`src/rtl/narrow17_16.sv`:
```
// Rounding 17->16 bit narrowing stage (round half up, saturating) feeding a DEPTH-entry output FIFO.
// Optional macro NARROW_SATCNT_EN adds a saturating sat_count port counting saturated pushes.
module narrow17_16 #(
    parameter int DEPTH = 4
) (
    input  logic                       clk,
    input  logic                       rst_n,
    input  logic                       in_valid,
    output logic                       in_ready,
    input  logic [16:0]                in_data,
    input  logic [1:0]                 in_shift,
    output logic                       out_valid,
    input  logic                       out_ready,
    output logic [15:0]                out_data,
    output logic                       out_sat,
    output logic [$clog2(DEPTH):0]     fifo_count
`ifdef NARROW_SATCNT_EN
    ,
    output logic [15:0]                sat_count
`endif
);

    localparam int AW = $clog2(DEPTH);
    localparam int CW = AW + 1;
    localparam logic [CW-1:0] DEPTH_C = CW'(DEPTH);

    logic [17:0]   round_add;
    logic [17:0]   sum;
    logic [17:0]   q;
    logic          sat;
    logic [15:0]   narrowed;

    logic [16:0]   mem [DEPTH];
    logic [AW-1:0] wr_ptr;
    logic [AW-1:0] rd_ptr;
    logic [CW-1:0] count;
    logic [CW-1:0] count_next;
    logic          push;
    logic          pop;

    // Add half an output LSB before shifting so the truncation rounds half up.
    always_comb begin
        round_add = '0;
        if (in_shift != 2'd0) begin
            round_add = 18'd1 << (in_shift - 2'd1);
        end
        sum      = {1'b0, in_data} + round_add;
        q        = sum >> in_shift;
        sat      = |q[17:16];
        narrowed = sat ? 16'hFFFF : q[15:0];
    end

    assign push      = in_valid && in_ready;
    assign pop       = out_valid && out_ready;
    assign out_valid = (count != '0);
    assign fifo_count = count;

    // Gating with out_valid keeps the head at zero while empty or in reset.
    assign out_data = out_valid ? mem[rd_ptr][15:0] : 16'h0000;
    assign out_sat  = out_valid ? mem[rd_ptr][16]   : 1'b0;

    always_comb begin
        count_next = count;
        case ({push, pop})
            2'b10:   count_next = count + CW'(1);
            2'b01:   count_next = count - CW'(1);
            default: count_next = count;
        endcase
    end

    // NOTE: non-blocking assignments for all registered state so every flop samples pre-edge values.
    always_ff @(posedge clk or negedge rst_n) begin
        if (!rst_n) begin
            wr_ptr   <= '0;
            rd_ptr   <= '0;
            count    <= '0;
            in_ready <= 1'b0;
        end else begin
            if (push) wr_ptr <= wr_ptr + AW'(1);
            if (pop)  rd_ptr <= rd_ptr + AW'(1);
            count    <= count_next;
            in_ready <= (count_next < DEPTH_C);
        end
    end

    // NOTE: storage has no reset; contents are only visible through count, which is reset.
    always_ff @(posedge clk) begin
        if (push) mem[wr_ptr] <= {sat, narrowed};
    end

`ifdef NARROW_SATCNT_EN
    always_ff @(posedge clk or negedge rst_n) begin
        if (!rst_n) begin
            sat_count <= '0;
        end else if (push && sat && (sat_count != 16'hFFFF)) begin
            sat_count <= sat_count + 16'd1;
        end
    end
`endif

endmodule

```
`config.mk`:
```
export PLATFORM = sky130hd
export DESIGN_NAME = narrow17_16
export DESIGN_NICKNAME = d
export VERILOG_FILES = /design/src/rtl/narrow17_16.sv
export SDC_FILE = /design/constraint.sdc
export NUM_CORES = 1
export LEC_CHECK = 0
export ABC_AREA = 1
export ABC_CLOCK_PERIOD_IN_PS = 3500
export CAP_MARGIN = 20
export CORE_MARGIN = 3
export CORE_UTILIZATION = 40
export DETAILED_ROUTE_END_ITERATION = 16
export PLACE_DENSITY_LB_ADDON = 0.08
export SYNTH_ARGS = -nofsm -noshare
export SYNTH_HDL_FRONTEND = slang
export SYNTH_SLANG_ARGS = --single-unit
export TNS_END_PERCENT = 20
```
`constraint.sdc`:
```
create_clock -name clk -period 3.5 [get_ports clk]
set_clock_uncertainty 0.05 [all_clocks]
set_input_delay 1.05 -clock clk [delete_from_list [all_inputs] [get_ports clk]]
set_output_delay 1.05 -clock clk [all_outputs]
set_load 0.01 [all_outputs]
```
After elaboration in Yosys (flattened, before gate mapping)

Memories as Yosys holds them, arrays and structs flattened.
Cells that the tools add are included.

Magnitude comparators: 1
Shift-type cells: 2
Reductions and logical operators: 5
Muxes and demuxes: 7
Equality and inequality tests: 2
$add $sub $neg: 6
$mul: 0
Divide/modulo/power cells: 0
Bitwise operators: 0

Operator list:

| operator                                            | number |
|---|---|
| two-way mux 16 bit                                  | 2 |
| adder 17 x 18 -> 18 bit                             | 1 |
| two-way mux 18 bit                                  | 1 |
| << shifter 1 x 2 -> 18 bit, first input constant    | 1 |
| right shift 18 x 2 -> 18 bit                        | 1 |
| case mux 3 bit (2 select lines)                     | 1 |
| adder 2 x 1 -> 2 bit, second input constant         | 2 |
| adder 3 x 1 -> 3 bit, second input constant         | 1 |
| < comparator 3 bit, second input constant           | 1 |
| two-way mux 1 bit                                   | 3 |
| nonzero test 3 bit                                  | 1 |
| subtractor 3 x 1 -> 3 bit, second input constant    | 1 |
| equality test 2 x 1 -> 1 bit, second input constant | 1 |
| equality test 2 bit, second input constant          | 1 |
| logical AND 1 bit                                   | 2 |
| nonzero test 2 bit                                  | 1 |
| OR reduction 2 bit                                  | 1 |
| subtractor 2 x 1 -> 2 bit, second input constant    | 1 |

Bits in read-only memories: 0
Register bits: 8
Bits in latches: 0
Logic and storage cells: 28
Output and inout port bits: 22
Memories kept: 1
RAM bits: 68

Memories:

| memory | depth | bits a word | rd ports | clocked after memory_dff | wr ports | RTL line | text |
|---|---|---|---|---|---|---|---|
| mem    | 4     | 17          | 1        | 0                        | 1        | 33       | `logic [16:0] mem [DEPTH];` |

Depth between registers and ports, before layout

Gate-level depths: netlist of run 1.

Word-level depth: 7
Mapped depth: 17
Mapped depth without buffers: 15

Worst setup path after synthesis of run 1

OpenSTA, ideal clock, no wires.

Path type: input to register
Start: input in_shift[0]
End: memory mem[0][6] (data pin)
Buffers on the path: 3
Slack: 0.143 ns
Arrival time: 3.039 ns
Setup time: 0.268 ns
Stages: 15
Path through: clkbuf_1 > clkbuf_1 > nor2_1 > fa_1 > nand2_1 > nand2_1 > nand2_2 > nor2_4 > nand3_1 > nand2_1 > nand2_2 > nand2_2 > nand2_4 > buf_12 > nand3_2

Cells in the longest elaborated chain, start to end: 7

Ends and longest elaborated chain:

| item                             | RTL line | text |
|---|---|---|
| from (decl)                      | 11       | `input logic [1:0] in_shift,` |
| subtractor 2 x 1 -> 2 bit        | 45       | `round_add = 18'd1 << (in_shift - 2'd1);` |
| << shifter 1 x 2 -> 18 bit       | 45       |  |
| two-way mux 18 bit               | 44       | `if (in_shift != 2'd0) begin` |
| adder 17 x 18 -> 18 bit          | 47       | `sum = {1'b0, in_data} + round_add;` |
| right shift 18 x 2 -> 18 bit (*) | 48       | `q = sum >> in_shift;` |
| OR reduction 2 bit               | 49       | `sat = \|q[17:16];` |
| two-way mux 16 bit (*)           | 50       | `narrowed = sat ? 16'hFFFF : q[15:0];` |
| named net narrowed[6]            | 31       | `logic [15:0] narrowed;` |
| to (decl)                        | 33       |  |

Mark *: on every way through the listed nets, which the timed path passes. The rest lies on a longest branch.

Worst setup path after layout of run 1

Start: register rd_ptr[0]
End: output out_data[1]

Cells in the longest elaborated chain, start to end: 2

Ends and longest elaborated chain:

| item                   | RTL line | text |
|---|---|---|
| from (decl)            | 35       | `logic [AW-1:0] rd_ptr;` |
| from (signal assigned) | 80       | `if (pop) rd_ptr <= rd_ptr + AW'(1);` |
| memory (4 x 17 bit)    | -        |  |
| two-way mux 16 bit     | 59       | `assign out_data = out_valid ? mem[rd_ptr][15:0] : 16'h0000;` |
| to (decl)              | 14       | `output logic [15:0] out_data,` |

No other way between the ends.

==> results.json, run 1 <==
{
  "n_antenna_cell": 0,
  "synthDistinctLibCells": 30,
  "r2r.worst_path.cells": 11,
  "r2r_start": "fifo_count[0]$_DFFE_PN0N_",
  "critPathArrivalTime_ps": 2160,
  "clkTransAtPathRegs_ps": 80,
  "finalWirelength_um": 9530,
  "syn_area_um2": 4150,
  "layout_setup_ws_ps": 240,
  "ys_seq_area_frac": 0.541,
  "crit_family": "buffers and inverters",
  "numClockSinks": 76,
  "setup_violations": 0,
  "fp.dieArea_um2": 11600,
  "layout-drive-gt1-share": 0.122,
  "grt_pass1_wl_um": 16000,
  "p_int_uw": 2200,
  "seq_area_um2": 2240,
  "synth.area.top_cells": "edfxtp_1 49%, nor2_1 8.4%, nand3_1 8.2%",
  "place.detailed.hpwl_um": 6830,
  "synth.ff_latch_count": 76,
  "die_x_um": 108,
  "r2r-end": "in_ready$_DFF_PN0_",
  "wl_per_cell_um": 14.3,
  "via_per_inst": 4.95,
  "crit_slowest_cell": "clkdlybuf4s50_1",
  "power_density_nw_per_um2": 672,
  "cts_buffers": 9,
  "combPwrFrac": 0.451,
  "port_buffers": 44,
  "period_needed_ps": 3260,
  "synthCells": 461,
  "initial_core_util": 0.418,
  "leakagePower_uw": 0.00204,
  "num-fill-cells": 969,
  "cts_tree": "yes",
  "cts_root_buffer": "clkbuf_8",
  "crit_path_start": "rd_ptr[0]$_DFFE_PN0P_",
  "synth_area_per_cell_um2": 8.99,
  "cp-endpoint": "out_data[1]",
  "place.gp.congestion": 0.868,
  "io_pins": 45,
  "grt_usage": 0.178,
  "irDropWorstVdd_mv": 0.317,
  "drt_iter0_markers": 246,
  "hold_class": "reg2reg",
  "fmax_mhz": 307,
  "antenna_found_initial": 0,
  "core_um2": 9910,
  "worstSkewPairLatency_ps": 340,
  "async_reset_ff_frac": 0.105,
  "ys_warn_count": 0,
  "yosysTopAreaCellShare": 0.493,
  "pre_cts_ws_ps": -50.8,
  "p_clk_frac": 0.188,
  "synth_common_cells": "93 x nor2_1, 68 x edfxtp_1, 68 x nand3_1",
  "htreeDepth": 3,
  "multi_input_area_um2": 1690,
  "synth-edff-count": 68,
  "post_cts_buffers": 0,
  "cts_buffer_depth": 2,
  "finalHoldViolCount": 0,
  "synth_nets": 495,
  "outcome": "completed",
  "cap_violations": 0,
  "nets": 561,
  "min-delay-start": "fifo_count[0]$_DFFE_PN0N_",
  "synth_flop_cell": "edfxtp_1",
  "cp_max_fo": 16,
  "grt_pass1_vias": 3219,
  "slowest_delay_ps": 560,
  "vias": 3295,
  "area_delta_synth_final_pct": 22.9,
  "maxSlewHeadroom": 0.636,
  "yosysTopAreaCell": "edfxtp_1",
  "rsz0062_at_grt": "no",
  "core.rowCount": 36,
  "path_buf_inv": 3,
  "final_antenna_net_count": 0,
  "setup.worst_path.end_class": "output port",
  "design_area_um2": 5090,
  "grt-ovfl-total": 0,
  "rrSetupSlack_ps": 1120,
  "worstPathRequired_ps": 2400,
  "power_frac_seq": 0.361,
  "crit_chain": "inv_1 > buf_4 > o21ai_0 > a21oi_1 > clkdlybuf4s50_1",
  "sw_frac_of_total": 0.357,
  "die_y_um": 108,
  "placed_cell_area_um2": 4900,
  "tightest_slew_ps": 543,
  "finalMaxSlewViolations": 0,
  "crit_cells": 5,
  "critPathLaunchType": "register",
  "grt_max_degree": 36,
  "setup.worst_path.class": "reg2out",
  "power_switching_uw": 1220,
  "yosysMostFrequentCell": "nor2_1",
  "drtPass1Iterations": 4,
  "period_share": 0.931,
  "drc": 0
}
==> power by group through the flow <==
stage                     Sequential (uW)  Clock (uW)  Combinational [uW]
after floorplan                      1250           0                 846
after global placement               1250           0                1550
after detailed placement             1250           0                1570
after CTS                            1230         658                1570
after global routing                 1250         704                1740
final                                1240         644                1540
==> how the worst min path moves through the flow <==
stage,slack (ps),cells after the start,to
2_1_floorplan,510,2,wr_ptr[1]$_DFFE_PN0P_
3_3_place_gp,510,1,fifo_count[0]$_DFFE_PN0N_
3_5_place_dp,510,1,fifo_count[0]$_DFFE_PN0N_
4_1_cts,530,1,fifo_count[0]$_DFFE_PN0N_
5_1_grt,570,1,fifo_count[0]$_DFFE_PN0N_
6_report,520,1,fifo_count[0]$_DFFE_PN0N_
==> worst reg2reg max path, stage by stage (launching register included) <==
cell	delay, ps
dfrtp_1	450
nor3_2	180
buf_4	280
inv_1	90
nand2_1	100
inv_1	70
ha_1	210
fa_1	380
a21oi_1	140
o21ai_0	110
xor2_1	170
inv_1	50
==> per-stage QoR <==
step	util	setup TNS [ps]	power (uW)	hold slack (ps)	instances
global placement	0.494	-149	2800	508	649
CTS	0.514	0	3460	527	665
finish	0.514	0	3420	518	665
floorplan	-	0	2100	507	461
global route	0.514	0	3690	575	665
detailed placement	0.494	-851	2820	511	649
==> registers in the layout (all words and copies together), names as in the netlist <==
signal and count:
mem 68, in_ready 1, wr_ptr 2, rd_ptr 2
fifo_count 3
==> repair_timing <==
item                       CTS  global route
setup endpoints to repair    0             1
resized for setup            0             1
hold buffers                 0             0
==> layout by cell type (no fill, tap or decap), drive strengths merged, types with 6 or more instances in the layout <==
master / Yosys / layout
nor2: 95 / 95
nand3: 77 / 77
nand2: 69 / 69
edfxtp: 68 / 68
clkdlybuf4s50: 0 / 44
o21ai: 38 / 38
inv: 33 / 34
buf: 2 / 29
a21oi: 21 / 21
clkbuf: 16 / 11
ha: 9 / 9
dfrtp: 8 / 8
nand3b: 6 / 6
==> cell type report <==
class,instances,area share
Sequential cell,76,0.440
Clock buffer,11,0.0258
Tap cell,133,0.0327
Clock inverter,5,0.0120
Multi-Input combinational cell,332,0.331
Inverter,35,0.0265
Timing Repair Buffer,73,0.132
==> per-layer routing <==
metal | vias up | GRT usage | wire length [um]
met2 | 64 | 0.298 | 4720
met5 | - | 0 | 0
met1 | 1519 | 0.235 | 4340
met4 | 0 | 0.0595 | 109
li1 | 1699 | - | -
met3 | 13 | 0.0312 | 366
==> cells by family after synthesis <==
kind of cell	Yosys count	synth area share
fa+ha+maj	11	0.0368
simple gates	253	0.281
buf+inv	53	0.0522
other cells	1	0.000905
flops	76	0.541
compound gates	61	0.0749
xor+xnor	5	0.0106
mux	1	0.00272
Note: power is estimated with default switching activity, not from simulation.
==> run 2, diff against run 1 <==
--- a/config.mk
+++ b/config.mk
@@ -12,6 +12,7 @@
 export CORE_UTILIZATION = 40
 export DETAILED_ROUTE_END_ITERATION = 16
 export PLACE_DENSITY_LB_ADDON = 0.08
+export SLEW_MARGIN = 20
 export SYNTH_ARGS = -nofsm -noshare
 export SYNTH_HDL_FRONTEND = slang
 export SYNTH_SLANG_ARGS = --single-unit
==> results of run 2 <==
Same layout as run 1: the final DEF is identical, and so are final timing and power.
